`config.mk`:
```
export PLATFORM = sky130hd
export DESIGN_NAME = mem_lsu
export DESIGN_NICKNAME = d
export VERILOG_FILES = /design/src/rtl/mem_lsu_pkg.sv /design/src/rtl/lsu_align.sv /design/src/rtl/mem_lsu.sv
export SDC_FILE = /design/constraint.sdc
export NUM_CORES = 1
export LEC_CHECK = 0
export ABC_AREA = 0
export BUFFER_PORTS_ARGS = -buffer_cell sky130_fd_sc_hd__buf_2
export CORE_MARGIN = 8
export CORE_UTILIZATION = 31
export DETAILED_ROUTE_END_ITERATION = 7
export HOLD_SLACK_MARGIN = 0.02
export SYNTH_ARGS = -nofsm -noshare
export SYNTH_HDL_FRONTEND = slang
export SYNTH_SLANG_ARGS = --single-unit
```
`constraint.sdc`:
```
create_clock -name clk -period 5.1 [get_ports clk]
set_input_delay 1.02 -clock clk [delete_from_list [all_inputs] [get_ports clk]]
set_output_delay 1.02 -clock clk [all_outputs]
set_load 0.01 [all_outputs]
```
`src/rtl/mem_lsu_pkg.sv`:
```
// Shared definitions for the load/store unit: operation codes, FSM encoding and
// the access decoder used by mem_lsu.
package mem_lsu_pkg;

  localparam int unsigned RegAddrW = 5;
  localparam int unsigned AluOpW   = 8;

  typedef logic [RegAddrW-1:0] reg_addr_t;
  typedef logic [AluOpW-1:0]   alu_op_t;

  localparam reg_addr_t NOPRegAddr = 5'b00000;

  localparam alu_op_t AluOpLb  = 8'hE0;
  localparam alu_op_t AluOpLh  = 8'hE1;
  localparam alu_op_t AluOpLw  = 8'hE3;
  localparam alu_op_t AluOpLbu = 8'hE4;
  localparam alu_op_t AluOpLhu = 8'hE5;
  localparam alu_op_t AluOpLd  = 8'hE6;
  localparam alu_op_t AluOpSb  = 8'hE8;
  localparam alu_op_t AluOpSh  = 8'hE9;
  localparam alu_op_t AluOpSw  = 8'hEB;
  localparam alu_op_t AluOpSd  = 8'hEC;

  // Value replicated across every LED bit on reset.
  localparam logic LedOff = 1'b0;

  typedef enum logic [1:0] {
    StIdle = 2'd0,
    StReq  = 2'd1,
    StWait = 2'd2
  } lsu_state_e;

  typedef enum logic [1:0] {
    SzByte = 2'd0,
    SzHalf = 2'd1,
    SzWord = 2'd2,
    SzDbl  = 2'd3
  } lsu_size_e;

  typedef struct packed {
    logic      is_load;
    logic      is_store;
    logic      sext;
    lsu_size_e size;
  } lsu_op_t;

  // Doubleword opcodes only decode as accesses on a 64-bit datapath.
  function automatic lsu_op_t decode_op(input alu_op_t op, input logic is64);
    lsu_op_t d;
    d.is_load  = 1'b0;
    d.is_store = 1'b0;
    d.sext     = 1'b0;
    d.size     = SzByte;
    case (op)
      AluOpLb:  begin d.is_load = 1'b1; d.sext = 1'b1; d.size = SzByte; end
      AluOpLbu: begin d.is_load = 1'b1; d.size = SzByte; end
      AluOpLh:  begin d.is_load = 1'b1; d.sext = 1'b1; d.size = SzHalf; end
      AluOpLhu: begin d.is_load = 1'b1; d.size = SzHalf; end
      AluOpLw:  begin d.is_load = 1'b1; d.sext = 1'b1; d.size = SzWord; end
      AluOpLd:  begin d.is_load = is64; d.size = SzDbl; end
      AluOpSb:  begin d.is_store = 1'b1; d.size = SzByte; end
      AluOpSh:  begin d.is_store = 1'b1; d.size = SzHalf; end
      AluOpSw:  begin d.is_store = 1'b1; d.size = SzWord; end
      AluOpSd:  begin d.is_store = is64; d.size = SzDbl; end
      default:  ;
    endcase
    return d;
  endfunction

  function automatic logic misaligned(input lsu_size_e size, input logic [2:0] a);
    logic m;
    case (size)
      SzHalf:  m = a[0];
      SzWord:  m = |a[1:0];
      SzDbl:   m = |a[2:0];
      default: m = 1'b0;
    endcase
    return m;
  endfunction

endpackage

```
`src/rtl/lsu_align.sv`:
```
// Lane logic for the LSU: byte enables, store-data replication and load-data
// extraction with sign/zero extension.
module lsu_align
  import mem_lsu_pkg::*;
#(
  parameter int unsigned DW = 32,
  localparam int unsigned NB = DW / 8,
  localparam int unsigned OffW = $clog2(NB)
) (
  input  lsu_size_e        size_i,
  input  logic             sext_i,
  input  logic [OffW-1:0]  off_i,
  input  logic [DW-1:0]    sdata_i,
  input  logic [DW-1:0]    rdata_i,
  output logic [NB-1:0]    be_o,
  output logic [DW-1:0]    wdata_o,
  output logic [DW-1:0]    ldata_o
);

  logic [DW-1:0] lane;

  // Addressed byte moved down to bit 0.
  assign lane = rdata_i >> {off_i, 3'b000};

  always_comb begin
    be_o    = '0;
    wdata_o = sdata_i;
    ldata_o = lane;
    unique case (size_i)
      SzByte: begin
        be_o    = NB'(1) << off_i;
        wdata_o = {NB{sdata_i[7:0]}};
        if (sext_i) ldata_o = DW'($signed(lane[7:0]));
        else        ldata_o = DW'(lane[7:0]);
      end
      SzHalf: begin
        be_o    = NB'(2'b11) << off_i;
        wdata_o = {(DW/16){sdata_i[15:0]}};
        if (sext_i) ldata_o = DW'($signed(lane[15:0]));
        else        ldata_o = DW'(lane[15:0]);
      end
      SzWord: begin
        be_o    = NB'(4'hF) << off_i;
        wdata_o = {(DW/32){sdata_i[31:0]}};
        if (sext_i) ldata_o = DW'($signed(lane[31:0]));
        else        ldata_o = DW'(lane[31:0]);
      end
      SzDbl: begin
        be_o    = '1;
        wdata_o = sdata_i;
        ldata_o = lane;
      end
    endcase
  end

endmodule

```
`src/rtl/mem_lsu.sv`:
```
// Memory stage load/store unit: bus handshake FSM with timeout, misalignment
// detection, and a small MMIO region for LEDs and synchronised switches.
module mem_lsu
  import mem_lsu_pkg::*;
#(
  parameter int unsigned DW     = 32,
  parameter int unsigned LED_W  = 16,
  parameter int unsigned SW_W   = 16,
  parameter int unsigned IO_BIT = DW - 1,
  parameter int unsigned TMO    = 255
) (
  input  logic             clk,
  input  logic             rst,
  input  reg_addr_t        wd_i,
  input  logic             wreg_i,
  input  logic [DW-1:0]    wdata_i,
  input  alu_op_t          aluop_i,
  input  logic [DW-1:0]    mem_addr_i,
  input  logic [DW-1:0]    reg2_i,
  input  logic [SW_W-1:0]  switch_i,
  output reg_addr_t        wd_o,
  output logic             wreg_o,
  output logic [DW-1:0]    wdata_o,
  output logic             stall_req_o,
  output logic             mem_req_o,
  output logic             mem_we_o,
  output logic [DW/8-1:0]  mem_be_o,
  output logic [DW-1:0]    mem_addr_o,
  output logic [DW-1:0]    mem_wdata_o,
  input  logic             mem_ack_i,
  input  logic [DW-1:0]    mem_rdata_i,
  output logic [LED_W-1:0] led_o,
  output logic             addr_err_o,
  output logic             bus_err_o
);

  localparam int unsigned NB   = DW / 8;
  localparam int unsigned OffW = $clog2(NB);
  localparam int unsigned CntW = $clog2(TMO + 2);

  lsu_state_e       state_q, state_d;
  logic [CntW-1:0]  cnt_q, cnt_d;
  logic [DW-1:0]    addr_q, addr_d, mwdata_q, mwdata_d;
  logic [NB-1:0]    be_q, be_d;
  logic             we_q, we_d;
  lsu_size_e        size_q, size_d;
  logic             sext_q, sext_d;
  logic [OffW-1:0]  off_q, off_d;
  logic [LED_W-1:0] led_q, led_d;
  logic [SW_W-1:0]  sw_meta_q, sw_sync_q;

  lsu_op_t          op;
  logic             access, mis, is_io, mem_acc, in_wait, ack_hit, tmo_hit, in_idle;
  lsu_size_e        al_size;
  logic             al_sext;
  logic [OffW-1:0]  al_off;
  logic [NB-1:0]    al_be;
  logic [DW-1:0]    al_wdata, al_ldata;

  assign op      = decode_op(aluop_i, DW == 64);
  assign access  = op.is_load | op.is_store;
  assign mis     = access & misaligned(op.size, mem_addr_i[2:0]);
  assign is_io   = mem_addr_i[IO_BIT];
  assign mem_acc = access & ~mis & ~is_io;
  assign in_idle = (state_q == StIdle);
  assign in_wait = (state_q == StWait);
  assign ack_hit = in_wait & mem_ack_i;
  assign tmo_hit = in_wait & ~mem_ack_i & (cnt_q == CntW'(TMO));

  // Lane logic sees live inputs while capturing, latched attributes while extracting.
  assign al_size = in_idle ? op.size : size_q;
  assign al_sext = in_idle ? op.sext : sext_q;
  assign al_off  = in_idle ? mem_addr_i[OffW-1:0] : off_q;

  lsu_align #(
    .DW(DW)
  ) u_align (
    .size_i (al_size),
    .sext_i (al_sext),
    .off_i  (al_off),
    .sdata_i(reg2_i),
    .rdata_i(mem_rdata_i),
    .be_o   (al_be),
    .wdata_o(al_wdata),
    .ldata_o(al_ldata)
  );

  always_comb begin
    state_d  = state_q;
    cnt_d    = cnt_q;
    addr_d   = addr_q;
    mwdata_d = mwdata_q;
    be_d     = be_q;
    we_d     = we_q;
    size_d   = size_q;
    sext_d   = sext_q;
    off_d    = off_q;
    led_d    = led_q;
    case (state_q)
      StIdle: begin
        if (mem_acc) begin
          state_d  = StReq;
          cnt_d    = '0;
          addr_d   = {mem_addr_i[DW-1:OffW], {OffW{1'b0}}};
          mwdata_d = al_wdata;
          be_d     = al_be;
          we_d     = op.is_store;
          size_d   = op.size;
          sext_d   = op.sext;
          off_d    = mem_addr_i[OffW-1:0];
        end
        if (op.is_store && !mis && is_io) led_d = reg2_i[LED_W-1:0];
      end
      StReq: state_d = StWait;
      StWait: begin
        if (ack_hit || tmo_hit) begin
          state_d  = StIdle;
          cnt_d    = '0;
          addr_d   = '0;
          mwdata_d = '0;
          be_d     = '0;
          we_d     = 1'b0;
        end else begin
          cnt_d = cnt_q + CntW'(1);
        end
      end
      default: state_d = StIdle;
    endcase
  end

  always_ff @(posedge clk or negedge rst) begin
    if (!rst) begin
      state_q   <= StIdle;
      cnt_q     <= '0;
      addr_q    <= '0;
      mwdata_q  <= '0;
      be_q      <= '0;
      we_q      <= 1'b0;
      size_q    <= SzByte;
      sext_q    <= 1'b0;
      off_q     <= '0;
      led_q     <= {LED_W{LedOff}};
      sw_meta_q <= '0;
      sw_sync_q <= '0;
    end else begin
      state_q   <= state_d;
      cnt_q     <= cnt_d;
      addr_q    <= addr_d;
      mwdata_q  <= mwdata_d;
      be_q      <= be_d;
      we_q      <= we_d;
      size_q    <= size_d;
      sext_q    <= sext_d;
      off_q     <= off_d;
      led_q     <= led_d;
      sw_meta_q <= switch_i;
      sw_sync_q <= sw_meta_q;
    end
  end

  always_comb begin
    wd_o        = NOPRegAddr;
    wreg_o      = 1'b0;
    wdata_o     = '0;
    stall_req_o = 1'b0;
    addr_err_o  = 1'b0;
    bus_err_o   = 1'b0;
    // Combinational paths are gated so reset alone forces every output low.
    if (rst) begin
      wd_o        = wd_i;
      wreg_o      = wreg_i;
      wdata_o     = wdata_i;
      stall_req_o = (in_idle & mem_acc) | (state_q == StReq) | (in_wait & ~mem_ack_i & ~tmo_hit);
      bus_err_o   = tmo_hit;
      if (mis) begin
        addr_err_o = 1'b1;
        wreg_o     = 1'b0;
      end else if (access && is_io) begin
        wreg_o = wreg_i & op.is_load;
        if (op.is_load) wdata_o = DW'(sw_sync_q);
      end else if (access) begin
        wreg_o  = wreg_i & op.is_load & ack_hit;
        wdata_o = al_ldata;
      end
    end
  end

  assign mem_req_o   = (state_q == StReq);
  assign mem_we_o    = we_q;
  assign mem_be_o    = be_q;
  assign mem_addr_o  = addr_q;
  assign mem_wdata_o = mwdata_q;
  assign led_o       = led_q;

endmodule

```
Word-level counts from Yosys, hierarchy flattened --
Index checks and enable logic that the tools add are counted.
Storage, ports and cells: flip-flop bits (word level) 133, input bits 161, output and inout bits 127
Cells by class: add/sub/neg operators 1, eq/ne operators 21, shift operators 4, muxes and demuxes 44, bitwise logic cells 17, reductions and logical operators 22
Operators with widths (count):
- $mux 32 | 10
- $pmux 32 s3 | 2
- $pmux 32 s2 | 2
- $eq 8x8->1 const B | 10
- $shr 32x5->32 | 1
- $mux 9 | 2
- $pmux 9 s2 | 1
- $pmux 4 s4 | 1
- $mux 1 | 14
- $pmux 2 s3 | 2
- $reduce_or 3->1 | 4
- $and 1x1->1 | 10
- $eq 2x2->1 const B | 5
- $add 9x1->9 const B | 1
- $eq 9x8->1 const B | 1
- $mux 2 | 4
- $mux 4 | 2
- $pmux 4 s2 | 1
- $reduce_and 2->1 | 4
- $reduce_or 2->1 | 4
- $eq 2x1->1 const B | 3
- $mux 5 | 1
- $reduce_or 5->1 | 1
- $logic_not 2->1 | 2
- other kinds (14) | 21

Longest topological paths before layout --
word-level depth 13, mapped depth 14

Hierarchy --
From an unflattened synthesis, not the netlist that was laid out.
Unflattened totals: cell total of the unflattened synthesis 634, area total of the unflattened synthesis 6663.9 um2
Modules (own cells, without submodules):
- mem_lsu | instances 1, cells each 451, area an instance 5495.3 um2
- lsu_align | instances 1, cells each 183, area an instance 1168.6 um2

Least setup slack after synthesis --
No wires, ideal clock.
path type input-to-output, from input port aluop_i[3], to output port wdata_o[15], data arrival time 3635 ps, required time 4080 ps, path slack 445 ps, cell stages on the path 14, buffers on the path 3, cell sequence buf_4 > xor2_1 > a221o_1 > and2_1 > buf_2 > inv_1 > ha_1 > or3_1 > a221oi_1 > nor3_1 > clkbuf_1 > a21boi_0 > nor3_1 > nor3_1
Between the ends: word-level cells in the longest chain between the ends 11
Ends and longest elaborated chain:
- from (decl) | line mem_lsu.sv:17 | input alu_op_t aluop_i,
- $eq 8x8->1 | line mem_lsu_pkg.sv:54 | case (op)
- $reduce_or 3->1 (no line) or $reduce_or 2->1 (tied branches)
- $pmux 2 s3 | line mem_lsu_pkg.sv:54
- $mux 2 | line mem_lsu.sv:71 | assign al_size = in_idle ? op.size : size_q;
- $eq 2x2->1 | line lsu_align.sv:29 | unique case (size_i)
- $reduce_or 2->1 (no line)
- $pmux 32 s3 | line lsu_align.sv:29
- $mux 32 | line mem_lsu.sv:181 | end else if (access) begin
- $mux 32 | line mem_lsu.sv:178 | end else if (access && is_io) begin
- $mux 32 (*) | line mem_lsu.sv:175 | if (mis) begin
- $mux 32 (*) | line mem_lsu.sv:169 | if (rst) begin
- to (decl) | line mem_lsu.sv:23 | output logic [DW-1:0] wdata_o,
Every way passes the cells marked *; elsewhere a longest branch is shown, timed or not.

Worst setup path in the final report --
from input port aluop_i[1], to output port wdata_o[9]
Same word-level chain as after synthesis.

==> key figures <==
Status
  – Status: completed

Layout
  – Most frequent cells in the layout: buf_2, dfrtp_1, nand2_1
  – Fin util: 41.6%
  – Nets: 1,168
  – Area Growth Syn to Fin: 32.5%
  – Share of cells above drive strength 1: 38.1%
  – Most common library cell in the layout ignoring fill and taps: buf_2

Clocking
  – TritonCTS Buffers: 17
  – CTS sink cnt: 131
  – CTS root buf: clkbuf_16
  – CTS Buffer Depth: 2
  – Setup Fix Bufs, Post-CTS: 0
  – Worst skew pair latency: 0.42 ns
  – TritonCTS clock tree: done
  – H-Tree Depth: 4
  – CTS clock-pin slew for the worst setup and hold paths: 0.06 ns
  – Post-cts gate resize count: 0
  – Hold_buf cts: 0

Routing
  – Vias per cell: 5.32
  – # DRC: 0
  – Routed WL per cell: 20.9 um
  – Detailed router's first-iteration violation count: 568
  – Vias: 6,926
  – Routed Antenna Nets: 0
  – DR pass1 iterations: 7
  – Drt total wl: 27,200 um

Worst setup path
  – Crit. End Element: output port
  – Worst Path Required: 4.08 ns
  – CP Cell Sequence: buf_2 > xor2_1 > a221o_1 > and2_1 > inv_1 > ha_1 > or3_1 > o2bb2ai_1 > nor3_4 > a21boi_0 > o31ai_1 > nor3_1 > buf_2
  – CP Capture Point: wdata_o[9]
  – R2R Setup Slk: 1.77 ns
  – Crit-path max FO: 13
  – Reg2reg end: mem_wdata_o[25]$_DFFE_PN0P_
  – Crit path from: aluop_i[1]
  – Largest stage delay, worst path: 0.40 ns
  – CP Launch Type: input pin
  – CP max stage cell: a221o_1
  – Crit path top cell by count: buf_2
  – Critical Path AT: 3.85 ns
  – Setup CP Type: in2out
  – Cells on worst reg2reg path: 10
  – R2r startpoint: cnt_q[0]$_DFFE_PN0P_

STA
  – Min Hold Slack: 0.345 ns
  – Period utilization: 95.5%
  – Max Clock Skew: 0.0140 ns
  – Final worst path period need: 4.87 ns
  – Max Freq: 0.205 GHz
  – Final setup viols: 0
  – Final-report max-slew violation count: 0
  – Worst slew pin tran: 1.02 ns
  – Max transition margin: 32.2%
  – Setup TNS: 0 ns
  – Final hold vios: 0

Worst hold path
  – Worst hold path class: reg2reg
  – Hold depth: 0

Placed design
  – Final RePlAce weighted congestion: 0.922
  – Post-DP HPWL: 20,400 um
  – Port-buffer cells: 285

Die
  – Starting Density: 31.4%
  – Die Y: 167 um
  – IO Pins: 288
  – Die area: 27,900 um^2
  – Area of the core: 22,500 um^2
  – FP Rows: 55
  – Die width: 167 um

Power
  – PwrDens: 333 nW/um^2
  – Total power: 3.12 mW
  – Switch share: 30.1%
  – Comb pwr share: 20.1%
  – VDD IR max: 189 uV
  – Sequential share of power: 40.3%
  – Part of the power in the clock network: 39.6%
  – Sw power: 939 uW
  – P_int: 2.18 mW
  – Lkg Pwr: 4.72 nW

Yosys
  – Synth Area per Inst: 9.69 um^2
  – Synth cell types: 71
  – Synth Warn #: 0
  – Number of synthesized flops with an enable pin: 0
  – FF+latch count, synth: 131
  – Top_reg_cell synth: dfrtp_1
  – Post-Syn Instances: 729
  – Synthesized cell area: 7060 um^2
  – Register area share after synthesis: 46.4%
  – Async SR Flop Fraction: 100%

GRT
  – First-pass GRT wire length: 41,200 um
  – Pin count of the biggest net entering global routing: 78
  – Grt met1 use: 24.8%
  – M3 GR Usage: 3.24%
  – Busiest layer in global routing: met2
  – Vias in the first global route: 6,815
  – Total GRT Usage: 18.8%
  – Grt met2 use: 30.8%
  – Initial antenna violation count: 4
  – Global route overflow: 0

Job
  – Max capacitance violation total: 0
## registers in the layout (all words and copies together), names as in the netlist
register,cells
mem_we_o,1
mem_be_o,4
sw_meta_q,16
mem_addr_o,30
led_o,16
mem_wdata_o,32
state_q,2
size_q,2
cnt_q,9
off_q,2
sw_sync_q,16
sext_q,1
## area by class of cell
type / count / area (um^2)
antenna: 3 / 7.51
clock buffer: 17 / 425
clock inverter: 14 / 154
fill: 2250 / 13100
inverter: 10 / 37.5
multi-input combinational: 534 / 3500
sequential: 131 / 3280
tap: 285 / 357
timing repair buffer: 307 / 1600
## how the worst min path moves through the flow
stage | slack, ns | to | from
floorplan | 0.33 | sw_sync_q[0]$_DFF_PN0_ | sw_meta_q[0]$_DFF_PN0_
global placement | 0.33 | sw_sync_q[3]$_DFF_PN0_ | sw_meta_q[3]$_DFF_PN0_
detailed placement | 0.34 | sw_sync_q[10]$_DFF_PN0_ | sw_meta_q[10]$_DFF_PN0_
CTS | 0.35 | sw_sync_q[7]$_DFF_PN0_ | sw_meta_q[7]$_DFF_PN0_
global route | 0.36 | sw_sync_q[9]$_DFF_PN0_ | sw_meta_q[9]$_DFF_PN0_
finish | 0.34 | sw_sync_q[7]$_DFF_PN0_ | sw_meta_q[7]$_DFF_PN0_
## routing by layer
metal  wire (um)  part of all wire, %  vias to the layer above
met5          13                0.048                        -
li1            -                    -                     3251
met2       13400                   49                      234
met3        1340                  4.9                       29
met1       12000                   44                     3410
met4         510                  1.9                        2
## worst max-delay path: cells and delay by family
| kind | cells | cell delay [ns] |
|---|---|---|
| AOI/OAI and AO/OA | 4 | 1.02 |
| and+or+nand+nor | 4 | 0.86 |
| buffers and inverters | 3 | 0.56 |
| adders and majority gates | 1 | 0.20 |
| xor gates and xnor gates | 1 | 0.18 |
## metrics by stage
stage | instances | area, um^2 | worst slack [ns]
final | 1301 | 9360 | 0.232
after detailed placement | 1267 | 8760 | 0.263
after global routing | 1301 | 9360 | -0.000774
after floorplan | 730 | 7070 | 0.445
after CTS | 1298 | 9340 | 0.258
after global placement | 1267 | 8760 | 0.318
## cell families (layout without fill, tap and decap cells)
kind of cell,count (synthesis),in the layout,share of synthesized area (%)
AOI/OAI and AO/OA,282,282,28.3
xor gates and xnor gates,1,1,0.124
adders and majority gates,6,6,1.06
buffers and inverters,65,348,4.38
DFF,131,131,46.4
muxes,28,28,4.96
other,1,5,0.0531
and+or+nand+nor,215,215,14.7
## cell usage after synthesis, types with 11 or more instances
library cell | instances | area [um^2]
a21oi_1 | 40 | 200
nor3_1 | 27 | 135
and2_1 | 11 | 68.8
dfrtp_1 | 131 | 3280
o21a_1 | 16 | 120
a21boi_0 | 16 | 120
o31ai_1 | 16 | 120
buf_2 | 19 | 95.1
a22o_1 | 43 | 377
nand3_1 | 25 | 125
a22oi_1 | 24 | 180
mux2_2 | 16 | 180
nor2_1 | 16 | 60.1
clkbuf_1 | 27 | 101
nand2_1 | 99 | 372
o21ai_0 | 50 | 250
## power by group through the flow
stage               Sequential [mW]  Combinational (mW)  Clock, mW
finish                         1.26               0.628       1.24
global route                   1.27               0.686       1.30
CTS                            1.26               0.634       1.26
detailed placement             1.27               0.632          0
global placement               1.27               0.629          0
floorplan                      1.32               0.262          0
No activity file was read; power rests on OpenSTA's default activity.
